$ cat src/rtl/atm_pkg.sv
// Shared types and default sizes for the ATM transaction stage.
// Optional build macro: ATM_WD_LIMIT_EN (per-session withdraw cap).
package atm_pkg;
  localparam int BW_DEF       = 20;
  localparam int TIMEOUT_DEF  = 1000;
  localparam int WD_LIMIT_DEF = 5000;

  typedef enum logic [1:0] {OP_INQ, OP_DEP, OP_WD, OP_INV} op_e;
  typedef enum logic [1:0] {S_IDLE, S_READY, S_EXEC, S_DONE} state_e;
endpackage

$ cat src/rtl/atm_op_alu.sv
// Combinational balance arithmetic for one request; on any error the balance passes through.
module atm_op_alu
  import atm_pkg::*;
#(
  parameter int balance_width = BW_DEF
) (
  input  op_e                      op,
  input  logic [balance_width-1:0] balance,
  input  logic [balance_width-1:0] amount,
  output logic [balance_width-1:0] result,
  output logic                     ovf,
  output logic                     funds
);
  localparam int BW = balance_width;

  logic [BW:0] sum;
  assign sum = {1'b0, balance} + {1'b0, amount};

  always_comb begin
    result = balance;
    ovf    = 1'b0;
    funds  = 1'b0;
    case (op)
      OP_DEP: begin
        if (sum[BW]) ovf = 1'b1;
        else         result = sum[BW-1:0];
      end
      OP_WD: begin
        if (amount > balance) funds = 1'b1;
        else                  result = balance - amount;
      end
      default: ;
    endcase
  end
endmodule

$ cat src/rtl/atm_transaction.sv
// ATM session FSM: request latch, result/error registers, inactivity timeout.
// Optional build macro: ATM_WD_LIMIT_EN adds a cumulative withdraw cap (err_limit).
module atm_transaction
  import atm_pkg::*;
#(
  parameter int balance_width  = BW_DEF,
  parameter int timeout_cycles = TIMEOUT_DEF,
  parameter int wd_limit       = WD_LIMIT_DEF
) (
  input  logic                     clk,
  input  logic                     rst,
  input  logic                     psw_en,
  input  logic                     card_out,
  input  logic [balance_width-1:0] balance,
  input  logic                     op_start,
  input  logic [1:0]               op_sel,
  input  logic [balance_width-1:0] amount,
  output logic [balance_width-1:0] updated_balance,
  output logic                     op_done,
  output logic                     busy,
  output logic                     err_funds,
  output logic                     err_ovf,
  output logic                     err_op,
  output logic                     err_limit,
  output logic                     timeout
);
  localparam int BW = balance_width;
  localparam int TW = (timeout_cycles > 2) ? $clog2(timeout_cycles) : 1;

  state_e          state;
  op_e             op_q;
  logic [BW-1:0]   amt_q;
  logic [TW-1:0]   tmo_cnt;
  logic [BW-1:0]   alu_result;
  logic            alu_ovf, alu_funds;
  logic            abort, enter_ready, exec_ok, lim_hit;

  // Session loss overrides every other transition, including a pending result.
  assign abort       = card_out | ~psw_en;
  assign enter_ready = (state == S_IDLE) & ~abort;
  assign exec_ok     = (state == S_EXEC) & ~abort;
  assign busy        = (state == S_EXEC) | (state == S_DONE);

  atm_op_alu #(.balance_width(BW)) u_alu (
    .op      (op_q),
    .balance (balance),
    .amount  (amt_q),
    .result  (alu_result),
    .ovf     (alu_ovf),
    .funds   (alu_funds)
  );

`ifdef ATM_WD_LIMIT_EN
  localparam int AW = BW + 2;
  logic [BW:0]   wd_acc;
  logic [AW-1:0] wd_next;

  assign wd_next = {1'b0, wd_acc} + AW'(amt_q);
  // Insufficient funds is reported first, so the cap only judges affordable withdraws.
  assign lim_hit = (op_q == OP_WD) & ~alu_funds & (wd_next > AW'(wd_limit));

  always_ff @(posedge clk or negedge rst) begin
    if (!rst)                                              wd_acc <= '0;
    else if (enter_ready)                                  wd_acc <= '0;
    else if (exec_ok && op_q == OP_WD && !alu_funds && !lim_hit) wd_acc <= wd_next[BW:0];
  end
`else
  assign lim_hit = 1'b0;
`endif

  always_ff @(posedge clk or negedge rst) begin
    if (!rst) begin
      state           <= S_IDLE;
      op_q            <= OP_INQ;
      amt_q           <= '0;
      tmo_cnt         <= '0;
      updated_balance <= '0;
      op_done         <= 1'b0;
      err_funds       <= 1'b0;
      err_ovf         <= 1'b0;
      err_op          <= 1'b0;
      err_limit       <= 1'b0;
      timeout         <= 1'b0;
    end else begin
      updated_balance <= '0;
      op_done         <= 1'b0;
      err_funds       <= 1'b0;
      err_ovf         <= 1'b0;
      err_op          <= 1'b0;
      err_limit       <= 1'b0;
      timeout         <= 1'b0;
      if (abort) begin
        state <= S_IDLE;
      end else begin
        case (state)
          S_IDLE: begin
            state   <= S_READY;
            tmo_cnt <= '0;
          end
          S_READY: begin
            if (op_start) begin
              state   <= S_EXEC;
              op_q    <= op_e'(op_sel);
              amt_q   <= amount;
              tmo_cnt <= '0;
            end else if (tmo_cnt == TW'(timeout_cycles - 2)) begin
              state   <= S_IDLE;
              timeout <= 1'b1;
              tmo_cnt <= '0;
            end else begin
              tmo_cnt <= tmo_cnt + 1'b1;
            end
          end
          S_EXEC: begin
            state           <= S_DONE;
            op_done         <= 1'b1;
            updated_balance <= lim_hit ? balance : alu_result;
            err_funds       <= alu_funds;
            err_ovf         <= alu_ovf;
            err_op          <= (op_q == OP_INV);
            err_limit       <= lim_hit;
          end
          default: state <= S_READY;
        endcase
      end
    end
  end
endmodule
$ cat config.mk
export PLATFORM = sky130hd
export DESIGN_NAME = atm_transaction
export DESIGN_NICKNAME = d
export VERILOG_FILES = /design/src/rtl/atm_pkg.sv /design/src/rtl/atm_op_alu.sv /design/src/rtl/atm_transaction.sv
export SDC_FILE = /design/constraint.sdc
export NUM_CORES = 1
export LEC_CHECK = 0
export ABC_AREA = 0
export CORE_MARGIN = 2
export CORE_UTILIZATION = 45
export CTS_BUF_LIST = sky130_fd_sc_hd__clkbuf_8
export CTS_CLUSTER_DIAMETER = 150
export DETAILED_ROUTE_END_ITERATION = 12
export PLACE_DENSITY = 0.68
export SKIP_CTS_REPAIR_TIMING = 1
export SLEW_MARGIN = 30
export SYNTH_ARGS = -nofsm -noshare
export SYNTH_HDL_FRONTEND = slang
export SYNTH_SLANG_ARGS = --single-unit
$ cat constraint.sdc
create_clock -name clk -period 3.75 [get_ports clk]
set_clock_uncertainty 0.2 [all_clocks]
set_input_delay 0.75 -clock clk [delete_from_list [all_inputs] [get_ports clk]]
set_output_delay 0.75 -clock clk [all_outputs]
set_load 0.02 [all_outputs]
[Yosys cells after proc, flatten, opt, wreduce, memory -nomap -nowiden]
Index checks and enable logic that the tools add are counted.
W data, S select, Z words.
Word-level totals
  flip-flop bits (word level): 59
  input port bits: 47
  output and inout port bits: 27
  word-level logic and storage cells: 58
Operators by class
  $add $sub $neg: 3
  $lt $le $gt $ge: 1
  equality and inequality tests: 8
  multiplexer cells: 28
  bitwise operators: 4
  reductions and logical operators: 4
Operator list (number)
  $mux W20: 4
  $pmux W20 S2: 1
  $add A20 B20 Y21: 1
  $gt A20 B20 Y1: 1
  $mux W10: 2
  $pmux W10 S2: 1
  $sub A20 B20 Y20: 1
  $mux W1: 16
  $add A10 B1 Y10 const B: 1
  $eq A10 B10 Y1 const B: 1
  $eq A2 B2 Y1 const B: 4
  $mux W2: 3
  $eq A2 B1 Y1 const B: 2
  $ne A4 B4 Y1 const B: 1
  $pmux W2 S2: 1
  $reduce_and A3 Y1: 1
  $logic_not A2 Y1: 1
  $not A1 Y1: 2
  $or A1 B1 Y1: 2
  $reduce_and A2 Y1: 1
  $reduce_bool A2 Y1: 1

[Depth between registers and ports, before layout]
Gate-level depths: netlist of the first run.
  depth after elaboration: 5
  mapped depth: 12
  gate-level depth less buffers: 11

[Cells and area by module]
Synthesis of the first run repeated with hierarchy kept, for this count alone.
Second synthesis, totals
  cell total of the unflattened synthesis: 521
  area, all modules: 4782.1 sq um
Modules (own cells, without submodules)
  atm_op_alu: instances 1, cells an instance 341, area an instance 2424.8 sq um, seq. area each 0.0 sq um
  atm_transaction: instances 1, cells an instance 180, area an instance 2357.3 sq um, seq. area each 1476.4 sq um

[Worst setup path after synthesis of the first run]
Ideal clock, no wire load.
  path type: in2reg
  start point: in balance[0]
  end point: reg updated_balance[14]
  setup time: 134 ps
  arrival: 3151 ps
  data required time: 3416 ps
  slack: 265 ps
  stages: 12
  buffers on the path: 1
  cell sequence: inv_1 -> ha_1 -> fa_1 -> nand2b_1 -> a2111oi_2 -> nor3_2 -> a211oi_4 -> o31ai_1 -> a21o_1 -> buf_6 -> a222oi_1 -> nor2_1
On the way
  word-level cells in the longest chain between the ends: 5
  elaborated cells on any way between the ends: 8
  classes of those cells: 2 x add/sub; 1 x order compare; 5 x mux
Ends and longest elaborated chain
  start: declaration: line atm_transaction.sv:14  | input logic [balance_width-1:0] balance,
  $sub A20 B20 Y20 (tied with other cells): line atm_op_alu.sv:30  | else result = balance - amount;
  $mux W20 (on tied branches): line atm_op_alu.sv:29, atm_op_alu.sv:25
  $pmux W20 S2 (*): line atm_op_alu.sv:23  | case (op)
  $mux W20 (*): line atm_transaction.sv:95  | case (state)
  $mux W20 (*): line atm_transaction.sv:92  | if (abort) begin
  end signal: assignment: line atm_transaction.sv:117  | updated_balance <= lim_hit ? balance : alu_result;
  end: declaration: line atm_transaction.sv:18  | output logic [balance_width-1:0] updated_balance,
Every way passes the cells marked *; elsewhere a longest branch is shown, timed or not.
A chain may end at the register's enable or synchronous reset.

[Worst setup path after layout of the first run]
  start point: in balance[0]
  end point: reg updated_balance[18]
The elaborated chain is that of the path after synthesis.

==> impl_metrics.py, run 1 <==
metrics = {
    "detailed_routing": {
        "drt_first_pass_iters": 5,
        "wl_per_cell_um": 16.92,
        "post_drt_via_cell_ratio": 5.708,
        "drtIter0Drc": 351,
        "route.met2.wl_um": 6962,
        "wl_met1_um": 6357,
        "ant_nets": 0,
        "vias": 4920,
        "totalWireLength_um": 14590,
        "wl_met3_um": 872,
        "highest_layer": "met4",
        "drc": 0,
    },
    "cells_and_area": {
        "fin_util": 0.6204,
        "n_antenna_cell": 0,
        "mostFrequentLayoutCells": "97 x buf_4, 71 x clkdlybuf4s50_1, 59 x dfrtp_1",
        "synthToLayoutAreaGrowth_pct": 35.78,
        "multi_input_area_mm2": 0.003178,
        "final_common_cell": "buf_4",
        "final_cells": 862,
        "drive_above_1_share": 0.2244,
        "fillers": 936,
        "final_nets": 816,
        "seq_area_mm2": 0.001476,
    },
    "sta": {
        "rsz0062_at_grt": "false",
        "slew_violations": 0,
        "worst_pin_slew_ns": 0.7532,
        "fmax_mhz": 274.8,
        "timing.final.crit_period_ns": 3.639,
        "min_period_over_period": 0.9704,
        "slew_headroom": 0.4979,
        "whs_ns": 0.2576,
        "finalSetupViolCount": 0,
        "final_hold_viol_count": 0,
        "finalSetupTns_ns": 0,
    },
    "place": {
        "port_buffers": 72,
        "place_hpwl_um": 11210,
        "dp.cells": 846,
        "place_congestion": 0.9564,
    },
    "setup_path": {
        "crit_required_ns": 3.79,
        "cp-end-kind": "flip-flop",
        "path_class": "in2reg",
        "crit_fanout": 6,
        "arrival_ns": 3.68,
        "startpoint_type": "primary input",
    },
    "yosys": {
        "async_flop_share": 1.000,
        "synth_fp_nets": 661,
        "ys_seq_area_frac": 0.3007,
        "syn-cell-area_mm2": 0.004910,
        "synth_ff_type": "dfrtp_1",
        "synth_edf_count": 0,
        "ys_types": 75,
        "synth.avg_cell_area_um2": 8.721,
        "synth_seq_cells": 59,
        "yosys_warnings": 0,
        "syn_inst": 563,
    },
    "grt": {
        "overflow": 0,
        "antenna_found_initial": 0,
        "grt_pass1_wl_um": 23700,
        "first_global_vias": 4957,
        "grt_max_degree": 33,
        "grt_usage": 0.2594,
    },
    "cts": {
        "cts_sinks": 59,
        "cts_max_level": 3,
        "clock_latency_ns": 0.34,
        "cts_buffer_depth": 2,
        "cts_buffers": 9,
        "clk_pin_slew_ns": 0.07,
        "cts_tree": "yes",
        "root_buffer": "clkbuf_8",
    },
    "floorplan": {
        "core_mm2": 0.01075,
        "die_y_um": 108.5,
        "fp-row-count": 38,
        "dieArea_mm2": 0.01176,
        "pin_count": 74,
        "die_w_um": 108.5,
        "start_util": 0.4569,
    },
    "pwr": {
        "vdd_drop_max_v": 0.0002250,
        "total_power_mw": 3.039,
        "p_leak_nw": 3.062,
        "power_per_cell_area_mw_per_mm2": 455.9,
    },
    "run_status": {
        "status": "complete, no violations",
    },
    "run": {
        "drv_cap": 0,
    },
    "min_path": {
        "hold_class": "in2async",
    },
}
stage by stage:
stage / cell area (µm²) / worst slack, ns
finish: 6666 / 0.1112
global route: 6666 / 0.004659
CTS: 6584 / -0.03969
detailed placement: 6405 / -0.3880
global placement: 6405 / -0.3034
floorplan: 4910 / 0.2649
cell usage after synthesis, types with 4 or more instances:
cell,number,area share
a22o_1,4,0.0071
o31a_1,4,0.0071
mux2_2,23,0.053
o211ai_1,7,0.011
buf_2,9,0.0092
o21ai_0,26,0.027
ha_1,49,0.12
clkbuf_1,12,0.0092
a21o_1,7,0.011
a21oi_1,33,0.034
inv_1,50,0.038
nor3_1,12,0.012
nand4_1,4,0.0051
dfrtp_1,59,0.30
a31oi_1,4,0.0051
and3_1,6,0.0076
and2_1,4,0.0051
o21a_1,6,0.0092
nand3_1,14,0.014
nand2_1,25,0.019
nor2b_1,12,0.015
nand2b_1,16,0.020
xnor2_1,7,0.012
nor2_1,57,0.044
a211oi_1,4,0.0061
o31ai_1,14,0.021
nor4_1,10,0.013
o32ai_1,4,0.0071
o221ai_1,5,0.0089
a221oi_1,5,0.0089
final timing paths:
kind                                         from                       endpoint  slack, ns  cells past startpoint
max                                    balance[0]  updated_balance[18]$_DFF_PN0_       0.11                     12
min                                           rst           amt_q[9]$_DFFE_PN0P_       0.26                      1
max reg2reg                  amt_q[7]$_DFFE_PN0P_  updated_balance[19]$_DFF_PN0_       0.62                     11
min reg2reg                tmo_cnt[8]$_DFFE_PN0P_         tmo_cnt[8]$_DFFE_PN0P_       0.31                      1
max in group asynchronous                     rst            op_q[0]$_DFFE_PN0P_       2.18                      2
min in group clk           tmo_cnt[8]$_DFFE_PN0P_         tmo_cnt[8]$_DFFE_PN0P_       0.31                      1
report_power, final:
part / total (mW) / leakage [nW] / internal (mW) / switching [mW]
registers: 0.762 / 0.785 / 0.706 / 0.0558
clock network: 0.545 / 0.0994 / 0.286 / 0.259
logic: 1.73 / 2.18 / 0.800 / 0.933
total: 3.04 / 3.06 / 1.79 / 1.25
sequential cells by signal, summed over array words and instances, names as in the netlist, 2 cells and up:
name	cells
amt_q	20
updated_balance	20
tmo_cnt	10
op_q	2
state	2
cells by family (layout without fill, tap and decap cells):
logic type,Yosys count,count (layout),share of synthesized area
DFF,59,59,0.3007
other,1,1,0.0007638
xor gates and xnor gates,9,9,0.01606
muxes,24,24,0.05479
and+or+nand+nor,176,176,0.1820
AOI/OAI and AO/OA,165,165,0.2469
buffers and inverters,78,237,0.06575
adders and majority gates,51,51,0.1330
layer usage:
| layer | GRT usage | up-vias |
|---|---|---|
| met5 | 0 | - |
| met3 | 0.03496 | 34 |
| met2 | 0.4313 | 174 |
| met1 | 0.3362 | 2350 |
| met4 | 0.1126 | 0 |
| li1 | - | 2362 |
worst max-delay path, cell delays in order:
cell	delay [ns]
clkdlybuf4s50_1	0.49
inv_1	0.05
ha_1	0.22
fa_2	0.35
nand2b_4	0.16
a2111oi_4	0.37
nor3_2	0.12
a211oi_4	0.30
o211ai_1	0.18
inv_1	0.24
a221oi_1	0.15
o31ai_2	0.28
layout make-up:
class,instances,area share
sequential,59,0.2215
inverter,51,0.02872
clock inverter,3,0.002065
clock buffer,12,0.02477
tap,140,0.02628
timing repair buffer,171,0.2200
multi-input combinational,426,0.4767
No activity file was read; power rests on OpenSTA's default activity.
==> inputs of run 2 (changes only) <==
--- a/config.mk
+++ b/config.mk
@@ -11,6 +11,7 @@
 export CTS_BUF_LIST = sky130_fd_sc_hd__clkbuf_8
 export CTS_CLUSTER_DIAMETER = 150
 export DETAILED_ROUTE_END_ITERATION = 12
+export HOLD_SLACK_MARGIN = 0.12
 export PLACE_DENSITY = 0.68
 export SKIP_CTS_REPAIR_TIMING = 1
 export SLEW_MARGIN = 30
==> results of run 2 <==
No change in the layout: final DEF, timing and power equal those of run 1.
